<file path="src/rtl/alu_pkg.sv">
// Shared definitions for the ALU datapath slice: default widths and opcode set.
// The register file imports this for its DW/AW defaults.
package alu_pkg;

    localparam int DW_DEF = 8;
    localparam int AW_DEF = 3;

    typedef enum logic [3:0] {
        OP_ADD = 4'b0000,
        OP_LSL = 4'b0001,
        OP_LSR = 4'b0010,
        OP_AND = 4'b0011,
        OP_OR  = 4'b0100,
        OP_XOR = 4'b0101,
        OP_SLT = 4'b0110,
        OP_MOV = 4'b0111
    } alu_op_e;

endpackage

</file>
<file path="src/rtl/reg_file_wb_wb_buffer.sv">
// One-entry write-back buffer for reg_file_wb.
// Holds the most recent accepted write for one cycle; commit_en tells the
// array to absorb pend_addr/pend_data on the next rising edge.
// Optional build macro: REG0_ZERO_EN (writes to address 0 are dropped here).
module wb_buffer
    import alu_pkg::*;
#(
    parameter int DW = DW_DEF,
    parameter int AW = AW_DEF
) (
    input  logic          Clk,
    input  logic          Reset,
    input  logic          WriteEn,
    input  logic [AW-1:0] Waddr,
    input  logic [DW-1:0] DataIn,
    output logic          pend_valid,
    output logic [AW-1:0] pend_addr,
    output logic [DW-1:0] pend_data,
    output logic          commit_en
);

    logic          pend_valid_q, pend_valid_d;
    logic [AW-1:0] pend_addr_q,  pend_addr_d;
    logic [DW-1:0] pend_data_q,  pend_data_d;
    logic          write_accept;

    // Decide whether this cycle's write is captured into the buffer.
    always_comb begin
        // NOTE: every signal gets a default first so no path leaves it unassigned (no latch).
        write_accept = WriteEn;
`ifdef REG0_ZERO_EN
        if (Waddr == '0) begin
            write_accept = 1'b0;
        end
`endif
        pend_valid_d = write_accept;
        pend_addr_d  = pend_addr_q;
        pend_data_d  = pend_data_q;
        if (write_accept) begin
            pend_addr_d = Waddr;
            pend_data_d = DataIn;
        end
    end

    // Buffer registers; reset discards any uncommitted write.
    always_ff @(posedge Clk) begin
        // NOTE: sequential state uses non-blocking assignments so every flop samples pre-edge values.
        if (Reset) begin
            pend_valid_q <= 1'b0;
            pend_addr_q  <= '0;
            pend_data_q  <= '0;
        end else begin
            pend_valid_q <= pend_valid_d;
            pend_addr_q  <= pend_addr_d;
            pend_data_q  <= pend_data_d;
        end
    end

    assign pend_valid = pend_valid_q;
    assign pend_addr  = pend_addr_q;
    assign pend_data  = pend_data_q;
    assign commit_en  = pend_valid_q;

endmodule

</file>
<file path="src/rtl/reg_file_wb.sv">
// Register file feeding ALU InputA/InputB, written from ALU Out through a
// one-entry write-back buffer, plus a Zero flag latched from the ALU.
// Reads bypass from the buffer so a write is visible the cycle after its edge.
// Optional build macro: REG0_ZERO_EN (register 0 hardwired to zero).
module reg_file_wb
    import alu_pkg::*;
#(
    parameter int DW = DW_DEF,
    parameter int AW = AW_DEF
) (
    input  logic          Clk,
    input  logic          Reset,
    input  logic [AW-1:0] RaddrA,
    input  logic [AW-1:0] RaddrB,
    output logic [DW-1:0] DataOutA,
    output logic [DW-1:0] DataOutB,
    input  logic          WriteEn,
    input  logic [AW-1:0] Waddr,
    input  logic [DW-1:0] DataIn,
    input  logic          FlagEn,
    input  logic          ZeroIn,
    output logic          FlagZero,
    output logic          WbPending
);

    localparam int DEPTH = 1 << AW;

    logic [DW-1:0] regs_q [DEPTH];
    logic [DW-1:0] regs_d [DEPTH];
    logic          pend_valid;
    logic [AW-1:0] pend_addr;
    logic [DW-1:0] pend_data;
    logic          commit_en;
    logic          flag_zero_q, flag_zero_d;

    wb_buffer #(
        .DW (DW),
        .AW (AW)
    ) u_wb_buffer (
        .Clk        (Clk),
        .Reset      (Reset),
        .WriteEn    (WriteEn),
        .Waddr      (Waddr),
        .DataIn     (DataIn),
        .pend_valid (pend_valid),
        .pend_addr  (pend_addr),
        .pend_data  (pend_data),
        .commit_en  (commit_en)
    );

    // Next array contents: the buffered write lands in its entry.
    always_comb begin
        regs_d = regs_q;
        if (commit_en) begin
            regs_d[pend_addr] = pend_data;
        end
`ifdef REG0_ZERO_EN
        regs_d[0] = '0;
`endif
    end

    // Storage array; every entry is cleared on reset.
    always_ff @(posedge Clk) begin
        if (Reset) begin
            // NOTE: the array is explicitly reset because reads must return 0 right after reset.
            for (int i = 0; i < DEPTH; i++) begin
                regs_q[i] <= '0;
            end
        end else begin
            regs_q <= regs_d;
        end
    end

    // Combinational read ports with bypass from the pending write.
    always_comb begin
        DataOutA = regs_q[RaddrA];
        DataOutB = regs_q[RaddrB];
        if (pend_valid && (pend_addr == RaddrA)) begin
            DataOutA = pend_data;
        end
        if (pend_valid && (pend_addr == RaddrB)) begin
            DataOutB = pend_data;
        end
`ifdef REG0_ZERO_EN
        if (RaddrA == '0) begin
            DataOutA = '0;
        end
        if (RaddrB == '0) begin
            DataOutB = '0;
        end
`endif
    end

    // Zero flag: load from the ALU when enabled, otherwise hold.
    always_comb begin
        flag_zero_d = FlagEn ? ZeroIn : flag_zero_q;
    end

    // Zero flag register.
    always_ff @(posedge Clk) begin
        if (Reset) begin
            flag_zero_q <= 1'b0;
        end else begin
            flag_zero_q <= flag_zero_d;
        end
    end

    assign FlagZero  = flag_zero_q;
    assign WbPending = pend_valid;

endmodule

</file>
<file path="config.mk">
export PLATFORM = sky130hd
export DESIGN_NAME = reg_file_wb
export DESIGN_NICKNAME = d
export VERILOG_FILES = /design/src/rtl/alu_pkg.sv /design/src/rtl/reg_file_wb_wb_buffer.sv /design/src/rtl/reg_file_wb.sv
export SDC_FILE = /design/constraint.sdc
export NUM_CORES = 1
export LEC_CHECK = 0
export BUFFER_PORTS_ARGS = -buffer_cell sky130_fd_sc_hd__buf_2
export CAP_MARGIN = 0
export CORE_MARGIN = 2
export CORE_UTILIZATION = 51
export CTS_BUF_LIST = sky130_fd_sc_hd__clkbuf_4 sky130_fd_sc_hd__clkbuf_8 sky130_fd_sc_hd__clkbuf_16
export CTS_CLUSTER_SIZE = 16
export DETAILED_ROUTE_END_ITERATION = 10
export GPL_TIMING_DRIVEN = 0
export PLACE_DENSITY_LB_ADDON = 0.05
export SLEW_MARGIN = 15
export SYNTH_ARGS = -nofsm -noshare
export SYNTH_HDL_FRONTEND = slang
export SYNTH_SLANG_ARGS = --single-unit
</file>
<file path="constraint.sdc">
create_clock -name Clk -period 3 [get_ports Clk]
set_input_delay 0.6 -clock Clk [delete_from_list [all_inputs] [get_ports Clk]]
set_output_delay 0.6 -clock Clk [all_outputs]
set_load 0.05 [all_outputs]
</file>
# Yosys cells after proc, flatten, opt, wreduce, memory -nomap -nowiden
# Cells that the tools add are included.
[classes]
eq_ne = 2
bitwise = 3
muxes = 11
n_reduce_logical = 3
n_lt_le_gt_ge = 4
[op_table]
columns = ["op", "count"]
rows = [
  ["$bwmux W64", 1],
  ["$mux W8", 7],
  ["$bmux W8 S3", 2],
  ["$demux W8 S3", 1],
  ["$ge A4 B4 Y1 const B", 3],
  ["$not A3 Y4", 3],
  ["$eq A3 B3 Y1", 2],
  ["$lt A4 B1 Y1 const B", 1],
  ["$logic_and A1 B1 Y1", 3],
]
[word_totals]
elab_cells = 35
reg_bits = 77
inputBits = 22

# Logic depth before layout (Yosys ltp)
[logic_depth]
depth_word = 6
mapped_depth = 6

# By module
# From an unflattened synthesis, not the netlist that was laid out.
[hier_totals]
hier_cells = 395
area_unflattened_um2 = 4185.3
[modules_own_cells]
columns = ["mod", "instances", "area_each_um2", "cells_per_inst"]
rows = [
  ["reg_file_wb", 1, 3763.6, 357],
  ["wb_buffer", 1, 421.7, 38],
]

# Worst setup path before layout
# No wires, ideal clock.
[synth_path]
kind = "in2out"
start = "in RaddrA[0]"
end = "out DataOutA[0]"
arrival_ps = 1934
stages = 5
slack_ps = 466
t_required_ps = 2400
n_path_buf = 2
path_cell_list = "buf_6 > buf_12 > mux4_2 > mux2_2 > mux2_4"
[synth_via]
elab_chain_cells = 5
word_cells_on_any_way = 7
cone_classes = "1 x eq/ne; 4 x mux; 1 x bitwise; 1 x reduce/logical"
[synth_lines]
columns = ["item", "line", "text"]
rows = [
  ["start: declaration", "reg_file_wb.sv:13", "input logic [AW-1:0] RaddrA,"],
  ["$not A3 Y4 (not written as such)", "reg_file_wb.sv:76", "DataOutA = regs_q[RaddrA];"],
  ["$bmux W8 S3", "reg_file_wb.sv:76", ""],
  ["$mux W8 (not written as such) (2 in series)", "reg_file_wb.sv:76", ""],
  ["$mux W8 *", "reg_file_wb.sv:78", "if (pend_valid && (pend_addr == RaddrA)) begin"],
  ["end: declaration", "reg_file_wb.sv:15", "output logic [DW-1:0] DataOutA,"],
]
# Mark *: on every way between the ends. The rest lies on a longest branch, timed or not. The select of a mux whose other input is x is not followed.

# Worst setup path after layout
[layout_path]
start = "in RaddrB[1]"
end = "out DataOutB[2]"
[layout_via]
elab_chain_cells = 5
word_cells_on_any_way = 7
cone_classes = "1 x eq/ne; 4 x mux; 1 x bitwise; 1 x reduce/logical"
[layout_lines]
columns = ["item", "line", "text"]
rows = [
  ["start: declaration", "reg_file_wb.sv:14", "input logic [AW-1:0] RaddrB,"],
  ["$not A3 Y4 (not written as such)", "reg_file_wb.sv:77", "DataOutB = regs_q[RaddrB];"],
  ["$bmux W8 S3", "reg_file_wb.sv:77", ""],
  ["$mux W8 (not written as such) (2 in series)", "reg_file_wb.sv:77", ""],
  ["$mux W8 *", "reg_file_wb.sv:81", "if (pend_valid && (pend_addr == RaddrB)) begin"],
  ["end: declaration", "reg_file_wb.sv:16", "output logic [DW-1:0] DataOutB,"],
]
# Marked as above.

==> run metrics <==
Ports 40; drt total wl 11200 microns; Worst Tran Pin Value 0.837 ns; Placement Cell Area 4480 sq um; drt pass-1 iters 4; minimum clock period after layout 2.93 ns; Distinct cells, synth 24; wire length per cell 20.4 microns; GPL Wtd Cong 0.790; Routed Antenna Nets 0; Comb pwr share 0.112; post-DP HPWL 7610 microns; first-pass GRT wire length 17600 microns; Worst Setup End Kind primary output; worst ir drop on vdd 0.267 mV; Die H 94.6 microns; vias in the first global route 3122; Nets 463; via count 3150; area of the core 8090 sq um; Initial Util 0.517; final worst setup slack 0.0672 ns; Setup TNS 0 ns; largest net degree at the start of global routing 14; Slowest-stage cell, CP mux4_2; Resize count post-CTS 1; Setup Skew 0.0139 ns; Place WS -0.0325 ns; Port Buffers 32; initial antenna violation count 0; kind of critical path primary input to primary output; final instance area 4690 sq um; DP Cell Count 535; crit start category primary input; Setup Buffers After CTS 0; Synth warnings 0; Power Density 442 nW/um^2; most frequent cells in the layout nand2_1 (80), dfxtp_1 (77), buf_2 (43); synthesized netlist cell count 398; Area Growth Syn to Fin 12.0%; fin crit share 0.978; deepest clock path buffer count 2; Total GRT Usage 0.273; non-filler cells, final 551; GRT overflow 0; hold slack final 0.466 ns; Critical Path Max Stage Delay 0.38 ns; max-cap violations 0; worst hold path type primary input to flip-flop; R2R setup slack 0.95 ns; clock sinks 77; multi-input logic area 2420 sq um; filler cell count 728; DR DRC count 0; fmax 0.341 GHz; P_int 1.51 mW; FP Rows 33; Cell Area, Synth 4190 sq um; Via density 5.72; Req. time, crit path 2.40 ns; status complete, no violations; sequential share of power 0.503; RSZ-0062 raised after global routing false; Yosys top cell by area dfxtp_1; die area 8950 sq um; Inserted Clock Buffers 9; final setup violation count 0; clock-pin slew on the worst setup and hold paths 0.09 ns; synthesized flop and latch total 77; Worst path most repeated cell buf_2; Rel. slew slack 0.441; critical path peak fanout 10; sw power 0.559 mW; DR iter-0 viols 147; Mean Syn Cell Area 10.5 sq um; Leak 1.87 nW; sw frac 0.270; share of cells above drive strength 1 0.256; n_diodes 0; Seq/Total Area, Yosys 0.368; synth top area cells dfxtp_1 (37%), mux4_1 (11%), mux2i_1 (8.6%); die width 94.6 microns; Final Hold Viols 0; post-synth top area share 0.368; Max H-tree Level 3; commonest non-fill, non-tap cell in the layout nand2_1; hold buffers post-CTS 0; CTS tree done; worst-skew pair later-pin latency 0.36 ns; Final Max Tran Viols 0; worst path cell trace buf_2, buf_2, mux4_2, mux2_2, mux2_4, buf_2; Worst EP arrival 2.33 ns; FF/Latch Area 1540 sq um; Clock power frac 0.385; Synth Net Count 420; CTS Root Cell clkbuf_8
[cells in the mapped netlist, drive strengths merged]
library cell  instances
mux2i                36
and4                  1
nand4b                3
a21oi                40
or4b                  1
buf                  18
clkbuf               25
nand2                80
dfxtp                77
nand4                 3
mux4                 32
xnor2                 6
nor2                 36
mux2                 32
nor4bb                3
nor2b                 1
nor4b                 1
and4b                 3
[flip-flops by register name (all words and copies together), names as in the netlist]
name / cells
u_wb_buffer.commit_en: 1
FlagZero: 1
u_wb_buffer.pend_data: 8
regs_q: 64
u_wb_buffer.pend_addr: 3
[cells by family after synthesis]
family | synth area share
AO/OA/AOI/OAI | 0.0478
XOR/XNOR | 0.0126
buffers and inverters | 0.0568
flip-flops | 0.368
multiplexers | 0.373
AND/OR/NAND/NOR | 0.142
[worst max-delay path, delay by kind of cell]
kind                   cells  cell delay, ns
buffers and inverters      3            0.78
multiplexers               3            0.94
[metrics by stage]
stage | utilization | power [mW]
global placement | 0.553 | 1.29
global route | 0.580 | 2.15
CTS | 0.579 | 2.08
finish | 0.580 | 2.07
floorplan | - | 1.23
detailed placement | 0.553 | 1.30
[layout make-up]
| type | count | area share |
|---|---|---|
| multi-input combinational | 278 | 0.517 |
| sequential | 77 | 0.329 |
| buffer | 43 | 0.0507 |
| timing repair buffer | 32 | 0.0341 |
| clock buffer | 10 | 0.0280 |
| tap | 105 | 0.0280 |
| clock inverter | 6 | 0.0136 |
[metal layers]
metal,vias up,track usage,part of all wire
met5,-,0,0
met4,0,0.123,0.034
met3,21,0.0487,0.055
met2,89,0.435,0.47
met1,1533,0.362,0.44
li1,1507,-,-
[worst paths after layout]
kind / from / endpoint / cells after the start
hold reg to reg: regs_q[59] / regs_q[59] / 2
hold / removal: DataIn[3] / u_wb_buffer.pend_data[3] / 3
setup / recovery: RaddrB[1] / DataOutB[2] / 6
setup reg to reg: u_wb_buffer.commit_en / regs_q[59] / 4
[power groups by stage]
stage | Combinational, mW | Sequential [mW] | Clock, mW
5_1_grt | 0.249 | 1.05 | 0.857
3_3_place_gp | 0.225 | 1.07 | 0
3_5_place_dp | 0.228 | 1.07 | 0
2_1_floorplan | 0.159 | 1.07 | 0
6_report | 0.232 | 1.04 | 0.798
4_1_cts | 0.230 | 1.04 | 0.805
Power figures use the tool's default switching activity.
